`config.mk`:
```
export PLATFORM = sky130hd
export DESIGN_NAME = dt_estimator_mc
export DESIGN_NICKNAME = d
export VERILOG_FILES = /design/src/rtl/dt_estimator_mc.sv
export SDC_FILE = /design/constraint.sdc
export NUM_CORES = 1
export LEC_CHECK = 0
export ABC_AREA = 0
export CAP_MARGIN = 5
export CORE_MARGIN = 5
export CORE_UTILIZATION = 65
export DETAILED_ROUTE_END_ITERATION = 8
export DONT_BUFFER_PORTS = 1
export GPL_TIMING_DRIVEN = 0
export PLACE_DENSITY_LB_ADDON = 0.12
export SLEW_MARGIN = 20
export SYNTH_ARGS = -nofsm -noshare
export SYNTH_HDL_FRONTEND = slang
export SYNTH_SLANG_ARGS = --single-unit
export TNS_END_PERCENT = 5
```
`constraint.sdc`:
```
create_clock -name clk -period 14.5 [get_ports clk]
set_input_delay 2.9 -clock clk [delete_from_list [all_inputs] [get_ports clk]]
set_output_delay 2.9 -clock clk [all_outputs]
set_load 0.02 [all_outputs]
```
`src/rtl/dt_estimator_mc.sv`:
```
// dt_estimator_mc: per-channel EMA of T[n]-T[n-1] with scale, clamp and re-init.
// Ports: clk/rst_n (async active-low); s_valid/s_ready/s_ch/s_T input sample stream;
// alpha (EMA weight /256), k_dt (delta divide by 2^k_dt), d_max (clamp magnitude);
// init_mask (per-channel re-init pulses); m_valid/m_ready/m_ch/m_dT/m_sat/m_primed result stream.
module dt_estimator_mc #(
  parameter int N_CH = 4,
  parameter int W_IN = 8,
  parameter int F = 8,
  localparam int CH_W = (N_CH > 1) ? $clog2(N_CH) : 1,
  localparam int W_S = W_IN + F + 1
) (
  input  logic                   clk,
  input  logic                   rst_n,
  input  logic                   s_valid,
  output logic                   s_ready,
  input  logic [CH_W-1:0]        s_ch,
  input  logic signed [W_IN-1:0] s_T,
  input  logic [7:0]             alpha,
  input  logic [3:0]             k_dt,
  input  logic [W_IN-2:0]        d_max,
  input  logic [N_CH-1:0]        init_mask,
  output logic                   m_valid,
  input  logic                   m_ready,
  output logic [CH_W-1:0]        m_ch,
  output logic signed [W_IN-1:0] m_dT,
  output logic                   m_sat,
  output logic                   m_primed
);
  localparam int W_P = W_S + 11;
  logic signed [W_IN-1:0] t_prev [N_CH];
  logic signed [W_S-1:0]  st [N_CH];
  logic [N_CH-1:0]        primed;
  logic                   rdy_q, stall, adv, acc, in_rng, pr, kill_now;
  logic                   p1_valid, p1_prim, p1_kill;
  logic [CH_W-1:0]        p1_ch;
  logic signed [W_S-1:0]  p1_ds, p1_dp, ds, fwd, nclamp;
  logic signed [W_IN:0]   delta;
  logic [4:0]             k_eff;
  logic [8:0]             a_inv;
  logic signed [W_P-1:0]  mix, shr, lim, nlim, cl;
  logic                   sat_n;
  assign stall   = m_valid && !m_ready;
  assign adv     = !stall;
  assign s_ready = rdy_q && !stall;
  assign acc     = s_valid && s_ready;
  assign in_rng  = 32'(s_ch) < N_CH;
  // Stage 1: scaled delta, and the previous state for this channel
  assign k_eff = (32'(k_dt) > F + W_IN) ? 5'(F + W_IN) : 5'(k_dt);
  assign delta = (W_IN+1)'(s_T) - (W_IN+1)'(t_prev[s_ch]);
  assign ds    = $signed({delta, {F{1'b0}}}) >>> k_eff;
  assign pr    = primed[s_ch] && !init_mask[s_ch];
  // A result killed by init must neither write back nor forward
  assign kill_now = p1_kill || init_mask[p1_ch];
  assign fwd = (p1_valid && p1_ch == s_ch && !kill_now) ? nclamp : st[s_ch];
  // Stage 2: weighted mix, floor shift, symmetric clamp
  assign a_inv = 9'(16'd256 - 16'(alpha));
  assign mix   = W_P'(p1_dp) * W_P'($signed({1'b0, a_inv})) + W_P'(p1_ds) * W_P'($signed({1'b0, alpha}));
  assign shr   = mix >>> 8;
  assign lim   = W_P'({d_max, {F{1'b0}}});
  assign nlim  = -lim;
  assign cl    = (shr > lim) ? lim : (shr < nlim) ? nlim : shr;
  assign sat_n = p1_prim && (shr > lim || shr < nlim);
  assign nclamp = p1_prim ? W_S'(cl) : '0;
  always_ff @(posedge clk or negedge rst_n) begin
    if (!rst_n) begin
      rdy_q    <= 1'b0;
      p1_valid <= 1'b0;
      p1_prim  <= 1'b0;
      p1_kill  <= 1'b0;
      p1_ch    <= '0;
      p1_ds    <= '0;
      p1_dp    <= '0;
      m_valid  <= 1'b0;
      m_ch     <= '0;
      m_dT     <= '0;
      m_sat    <= 1'b0;
      m_primed <= 1'b0;
      primed   <= '0;
      for (int c = 0; c < N_CH; c++) begin
        t_prev[c] <= '0;
        st[c]     <= '0;
      end
    end else begin
      rdy_q <= 1'b1;
      if (adv) begin
        m_valid  <= p1_valid;
        m_ch     <= p1_ch;
        m_dT     <= W_IN'(nclamp >>> F);
        m_sat    <= sat_n;
        m_primed <= p1_prim;
        if (p1_valid && !kill_now) st[p1_ch] <= nclamp;
        p1_valid <= acc && in_rng;
        p1_ch    <= s_ch;
        p1_ds    <= ds;
        p1_dp    <= fwd;
        p1_prim  <= pr;
        p1_kill  <= 1'b0;
      end else begin
        p1_kill <= kill_now;
      end
      for (int c = 0; c < N_CH; c++) begin
        if (init_mask[c]) begin
          primed[c] <= 1'b0;
          st[c]     <= '0;
        end
      end
      // A sample accepted together with init still primes its channel afterwards
      if (acc && in_rng) begin
        t_prev[s_ch] <= s_T;
        primed[s_ch] <= 1'b1;
      end
    end
  end
endmodule

```
Word-level counts from Yosys, hierarchy flattened --
Index checks and enable logic that the tools add are counted.
Cells by class: mux-type cells 36, multipliers 2, bitwise operators 3, add/subtract/negate cells 4, equal/unequal tests 5, $lt $le $gt $ge 9, shift-type cells 1, reduce and logical (&&, ||, !) cells 25
Operator list (count):
- $mux W17 | 11
- $mux W68 | 2
- $bwmux W68 | 1
- $bmux W17 S2 | 1
- $demux W17 S2 | 1
- $bwmux W32 | 1
- $add A27 B26 Y28 | 1
- $lt A20 B28 Y1 | 1
- $neg A15 Y28 | 1
- $mul A17 B10 Y27 | 1
- $mul A17 B9 Y26 | 1
- $mux W8 | 3
- $gt A20 B16 Y1 | 1
- $sshr A17 B4 Y17 | 1
- $bmux W8 S2 | 1
- $demux W8 S2 | 1
- $logic_and A1 B1 Y1 | 11
- $mux W1 | 9
- $sub A8 B8 Y9 | 1
- $sub A9 B8 Y9 const A | 1
- $ne A2 B2 Y1 const B | 4
- $reduce_and A2 Y1 | 4
- $reduce_bool A2 Y1 | 4
- $bmux W1 S2 | 3
- other kinds (11) | 19
Storage, ports and cells: output and inout bits 14, input bits 37, logic and storage cells 106, register bits after elaboration 157

Longest topological paths before layout --
Gate-level depths: netlist of the first run.
depth after elaboration 11, gate-level depth with buffers 41, depth with buffers taken out 38

Worst setup path after synthesis of the first run --
OpenSTA, ideal clock, no wires.
path kind in2reg, start point input port alpha[1], end point register m_dT[2], slack 2636 ps, arrival 11798 ps, path buffers 3, data required time 14435 ps, cell stages on the path 38, library setup time 65 ps, cell sequence clkbuf_1 -> inv_1 -> ha_1 -> nand2_1 -> or3_1 -> xor2_1 -> clkbuf_1 -> nand2_1 -> fa_1 -> fa_1 -> fa_1 -> fa_1 -> inv_1 -> fa_1 -> inv_1 -> fa_1 -> inv_1 -> ha_1 -> [2 not listed] -> o21ai_0 -> or2_0 -> o211ai_1 -> nand2_1 -> xnor2_1 -> inv_1 -> ha_1 -> nand4_1 -> nor3_1 -> a211o_1 -> o21ai_1 -> nor2_1 -> a21oi_1 -> nand2_1 -> or3_1 -> a21o_1 -> a21oi_1 -> mux2_2
On the way: word-level cells in the longest chain between the ends 7, elaborated cells between the ends (all ways) 9, those cells by class 2 x add/sub; 2 x mul; 2 x order compare; 3 x mux
Ends and longest elaborated chain:
- start: declaration | line 18 | input logic [7:0] alpha,
- $sub A9 B8 Y9 | line 56 | assign a_inv = 9'(16'd256 - 16'(alpha));
- $mul A17 B10 Y27 | line 57 | assign mix = W_P'(p1_dp) * W_P'($signed({1'b0, a_inv})) + W_P'(p1_ds) * W_P'($signed({1'b0, alpha}));
- $add A27 B26 Y28 (*) | line 57
- $lt A20 B28 Y1 | line 61 | assign cl = (shr > lim) ? lim : (shr < nlim) ? nlim : shr;
- $mux W17 | line 61
- $mux W17 (*) | line 61
- $mux W17 (*) | line 63 | assign nclamp = p1_prim ? W_S'(cl) : '0;
- end signal: assignment | line 88 | m_dT <= W_IN'(nclamp >>> F);
- end: declaration | line 25 | output logic signed [W_IN-1:0] m_dT,
Mark *: on every way between the ends. The rest lies on a longest branch, timed or not. A chain may end at the register's enable or synchronous reset.

Worst setup path in the final report of the first run --
Same ends and word-level chain as after synthesis.

==> results of run 1 <==
-- critical path, delay by kind of cell --
| kind | cells | cell delay (ns) |
|---|---|---|
| adders and majority gates | 9 | 4.04 |
| AOI/OAI and AO/OA | 8 | 2.45 |
| buffers and inverters | 8 | 1.78 |
| muxes | 1 | 0.22 |
| and+or+nand+nor | 10 | 1.83 |
| xor gates and xnor gates | 2 | 1.03 |
-- synthesized netlist by cell type (4+ instances only) --
| cell | n |
|---|---|
| xnor2_1 | 26 |
| o211ai_1 | 13 |
| nor2b_1 | 6 |
| inv_1 | 470 |
| mux4_2 | 26 |
| and3_1 | 17 |
| nor4_1 | 5 |
| and2_1 | 179 |
| nor2_4 | 4 |
| o21ai_1 | 19 |
| nor3b_1 | 4 |
| o21ai_0 | 81 |
| a211o_1 | 5 |
| nand3_1 | 23 |
| a21oi_1 | 61 |
| nand2_1 | 234 |
| a21o_1 | 15 |
| nand4_1 | 8 |
| o22ai_1 | 9 |
| fa_1 | 288 |
| a22o_1 | 37 |
| buf_2 | 4 |
| ha_1 | 128 |
| nor2_1 | 55 |
| a211oi_1 | 7 |
| nand3b_1 | 12 |
| mux2_2 | 34 |
| or2_0 | 4 |
| xor2_1 | 13 |
| dfrtp_1 | 157 |
| or3_1 | 10 |
| o21bai_1 | 4 |
| o21a_1 | 7 |
| buf_1 | 12 |
| nor3_1 | 11 |
| clkbuf_1 | 72 |
| nand2b_1 | 11 |
| a31oi_1 | 10 |
-- routing by layer --
layer	global-route usage	part of all wire	vias up	wire length, µm
li1	-	-	6760	-
met1	0.432	0.41	7564	21400
met2	0.531	0.49	559	25200
met3	0.0436	0.063	106	3270
met4	0.107	0.033	0	1690
met5	0	0	-	0
-- logic make-up after synthesis --
group | Yosys count | share of synthesized area
AND/OR/NAND/NOR | 596 | 0.153
buffers and inverters | 562 | 0.107
adder cells (fa/ha/maj) | 416 | 0.371
AO/OA/AOI/OAI | 308 | 0.102
flip-flops | 157 | 0.198
multiplexers | 64 | 0.0515
XOR/XNOR | 39 | 0.0172
other | 1 | 0.000189
-- layout make-up --
type                    count  area (µm²)
inverters                 472        1770
multi-input cells        1424       13800
well taps                 396         495
fillers                  2408        9410
plain buffers              90         352
clock buffers              18         439
clock inverters            14         145
flip-flops and latches    157        3930
-- registers in the layout (all words and copies together), names as in the netlist --
name / count
m_sat: 1
p1_kill: 1
primed: 4
m_primed: 1
p1_dp: 17
p1_valid: 1
p1_ch: 2
rdy_q: 1
m_ch: 2
m_dT: 8
p1_ds: 17
st: 68
m_valid: 1
t_prev: 32
p1_prim: 1
-- path summary, 6_finish.rpt --
kind,start,end,slack [ns]
worst max-delay path,alpha[1],m_dT[2],0.62
worst min-delay path,st[47],st[47],0.49
worst max register to register,p1_ds[7],m_dT[2],4.60
worst min register to register,st[47],st[47],0.49
max in group asynchronous,rst_n,t_prev[31],12.04
min in group asynchronous,rst_n,p1_ds[1],2.17
-- through the flow --
step	util	instance area, µm²	hold slack [ns]	cells
2_1_floorplan	-	19800	0.445	2143
3_3_place_gp	0.670	20300	0.458	2539
3_5_place_dp	0.671	20400	0.473	2539
4_1_cts	0.690	20900	0.491	2571
5_1_grt	0.690	20900	0.523	2571
6_report	0.690	20900	0.489	2571
-- placed cells by master (no fill, tap or decap), types with 5 or more instances in the layout --
cell type and n:
a31oi_1 10, mux4_2 26, o211ai_1 13, a22o_1 37
a211oi_1 7, dfrtp_1 157, clkbuf_1 72, or3_1 10
ha_1 128, nand2b_1 11, buf_1 12, inv_1 470
nand3_1 23, a211o_1 5, xor2_1 13, fa_1 288
and3_1 17, o22ai_1 9, nor3_1 9, clkbuf_16 17
and2_1 179, nor4_1 5, a21o_1 15, o21ai_0 81
nor2_1 55, nor2b_1 6, nand2_1 234, nand4_1 8
o21ai_1 19, o21a_1 7, a21oi_1 61, nand3b_1 12
mux2_2 34, xnor2_1 26
==> summary.md, run 1 <==
| Metric | Value |
|---|---|
| IO buf count | `0` |
| Hold buffers post-CTS | `0` |
| Min-Delay Path Class | `reg -> reg` |
| Die area | `0.0341 mm²` |
| Post-synth ARST share | `1.00` |
| Via density | `5.83` |
| Clock tree buffer depth | `2` |
| Critical path class | `in -> reg` |
| Avg WL per Cell | `about 20 µm` |
| Top_reg_cell synth | `dfrtp_1` |
| Core area | `0.0303 mm²` |
| Slew Viols, Final | `0` |
| Crit-path max FO | `10` |
| Hold Path Stages | `2` |
| Largest net degree at the start of global routing | `158` |
| Post-Place Worst Slack | `0.438 ns` |
| Synthesized Nets | `2596` |
| DRT Pass-1 Iters | `7` |
| Worst slew margin | `0.396` |
| MaxCap Viol Count | `0` |
| Layout area overhead | `5.54%` |
| Drc violations | `0` |
| FP Rows | `64` |
| Share of cells above drive strength 1 | `0.0570` |
| Post-synth EDFFs | `0` |
| Synth top area share | `0.291` |
| Avg Synthesized Cell Area | `9.26 µm²` |
| TritonCTS buffer count | `17` |
| Final wirelength | `51500 µm` |
| Die Y | `between 150 and 200 µm` |
| Reg clk slew, reported paths | `0.07 ns` |
| Tightest Pin Transition | `0.905 ns` |
| RSZ-0062 raised after global routing | `no` |
| Initial antenna violation count | `0` |
| Clock skew | `0.0141 ns` |
| Yosys Warn Count | `0` |
| Worst Path Required | `14.87 ns` |
| Highest clock rate | `between 0.07 and 0.08 GHz` |
| Reg2reg path depth | `33` |
| H-tree Lvls | `4` |
| Vias in the first global route | `16.0k` |
| CTS resizes | `0` |
| Post-route ant nets | `0` |
| Slowest cell delay on critical path | `about 0.7 ns` |
| Top post-synthesis cells by area | `fa_1, dfrtp_1, inv_1, ha_1, and2_1` |
| Worst setup slack after layout | `0.623 ns` |
| Worst Setup End Kind | `register` |
| Final hold vios | `0` |
| All-Layer GR Usage | `0.317` |
| CTS root buffer | `clkbuf_16` |
| Routed vias | `15.0k` |
| 1st-iter DRT viols | `1008` |
| # IOs | `between 50 and 60` |
| CTS tree | `yes` |
| Synth Cell Area | `approximately 0.020 mm²` |
| Synth Register Bits | `157` |
| Die X | `185 µm` |
| Setup crit start kind | `input pin` |
| Fin Setup TNS | `0 ns` |
| Top cell type by total area after synthesis | `fa_1` |
| Critical path arrival | `~14 ns` |
| CP max-delay cell | `xor2_1` |
| Sequential-to-total area share from yosys stat | `0.198` |
| Post-DP HPWL | `42200 µm` |
| Grt total ovfl | `0` |
| Final min period | `13.88 ns` |
| Distinct cells, synth | `78` |
| Starting Density | `0.654` |
| First-pass GRT wire length | `84700 µm` |
| Top cell by count, worst path | `fa_1` |
| Diode count | `0` |
| Final setup viols | `0` |
| Syn Inst Count | `2143` |
| Final #Nets | `around 2.6k` |
| Clock Sinks | `157` |
| Fin crit share | `0.957` |
| Status | `finished, final reports clean` |
| Placer Congestion | `0.927` |
| Postcts setup bufs | `0` |
| Skew-Pair Late Insertion Delay | `around 0.43 ns` |
Power of run 1 is left out: the tool's default activity adds up to more than one toggle a clock period on the data nets, which glitch-free logic cannot reach.
==> inputs of run 2 (changes only) <==
--- a/config.mk
+++ b/config.mk
@@ -13,5 +13,7 @@
 export DONT_BUFFER_PORTS = 1
 export GPL_TIMING_DRIVEN = 0
+export HOLD_SLACK_MARGIN = 0.1
 export PLACE_DENSITY_LB_ADDON = 0.12
+export SETUP_SLACK_MARGIN = 0.02
 export SLEW_MARGIN = 20
 export SYNTH_ARGS = -nofsm -noshare
==> constraint.sdc (replaced) <==
create_clock -name clk -period 14.5 [get_ports clk]
set_input_delay 2.175 -clock clk [delete_from_list [all_inputs] [get_ports clk]]
set_output_delay 2.175 -clock clk [all_outputs]
set_load 0.02 [all_outputs]
==> results of run 2 <==
Same layout as run 1 (identical final DEF). Status: finished, final reports clean.
Among the figures that moved: setup slack after placement 0.438 ns -> 1.16 ns; setup slack after layout 0.623 ns -> 1.35 ns
Power of run 2 is left out for the same reason.
==> inputs of run 3 (changes only) <==
TNS_END_PERCENT = not set   (was 5)
==> results of run 3 <==
Same layout as run 1 (identical final DEF). Status: finished, final reports clean.
Among the figures that moved: setup slack after placement 0.438 ns -> 1.16 ns; setup slack after layout 0.623 ns -> 1.35 ns
Power of run 3 is left out for the same reason.
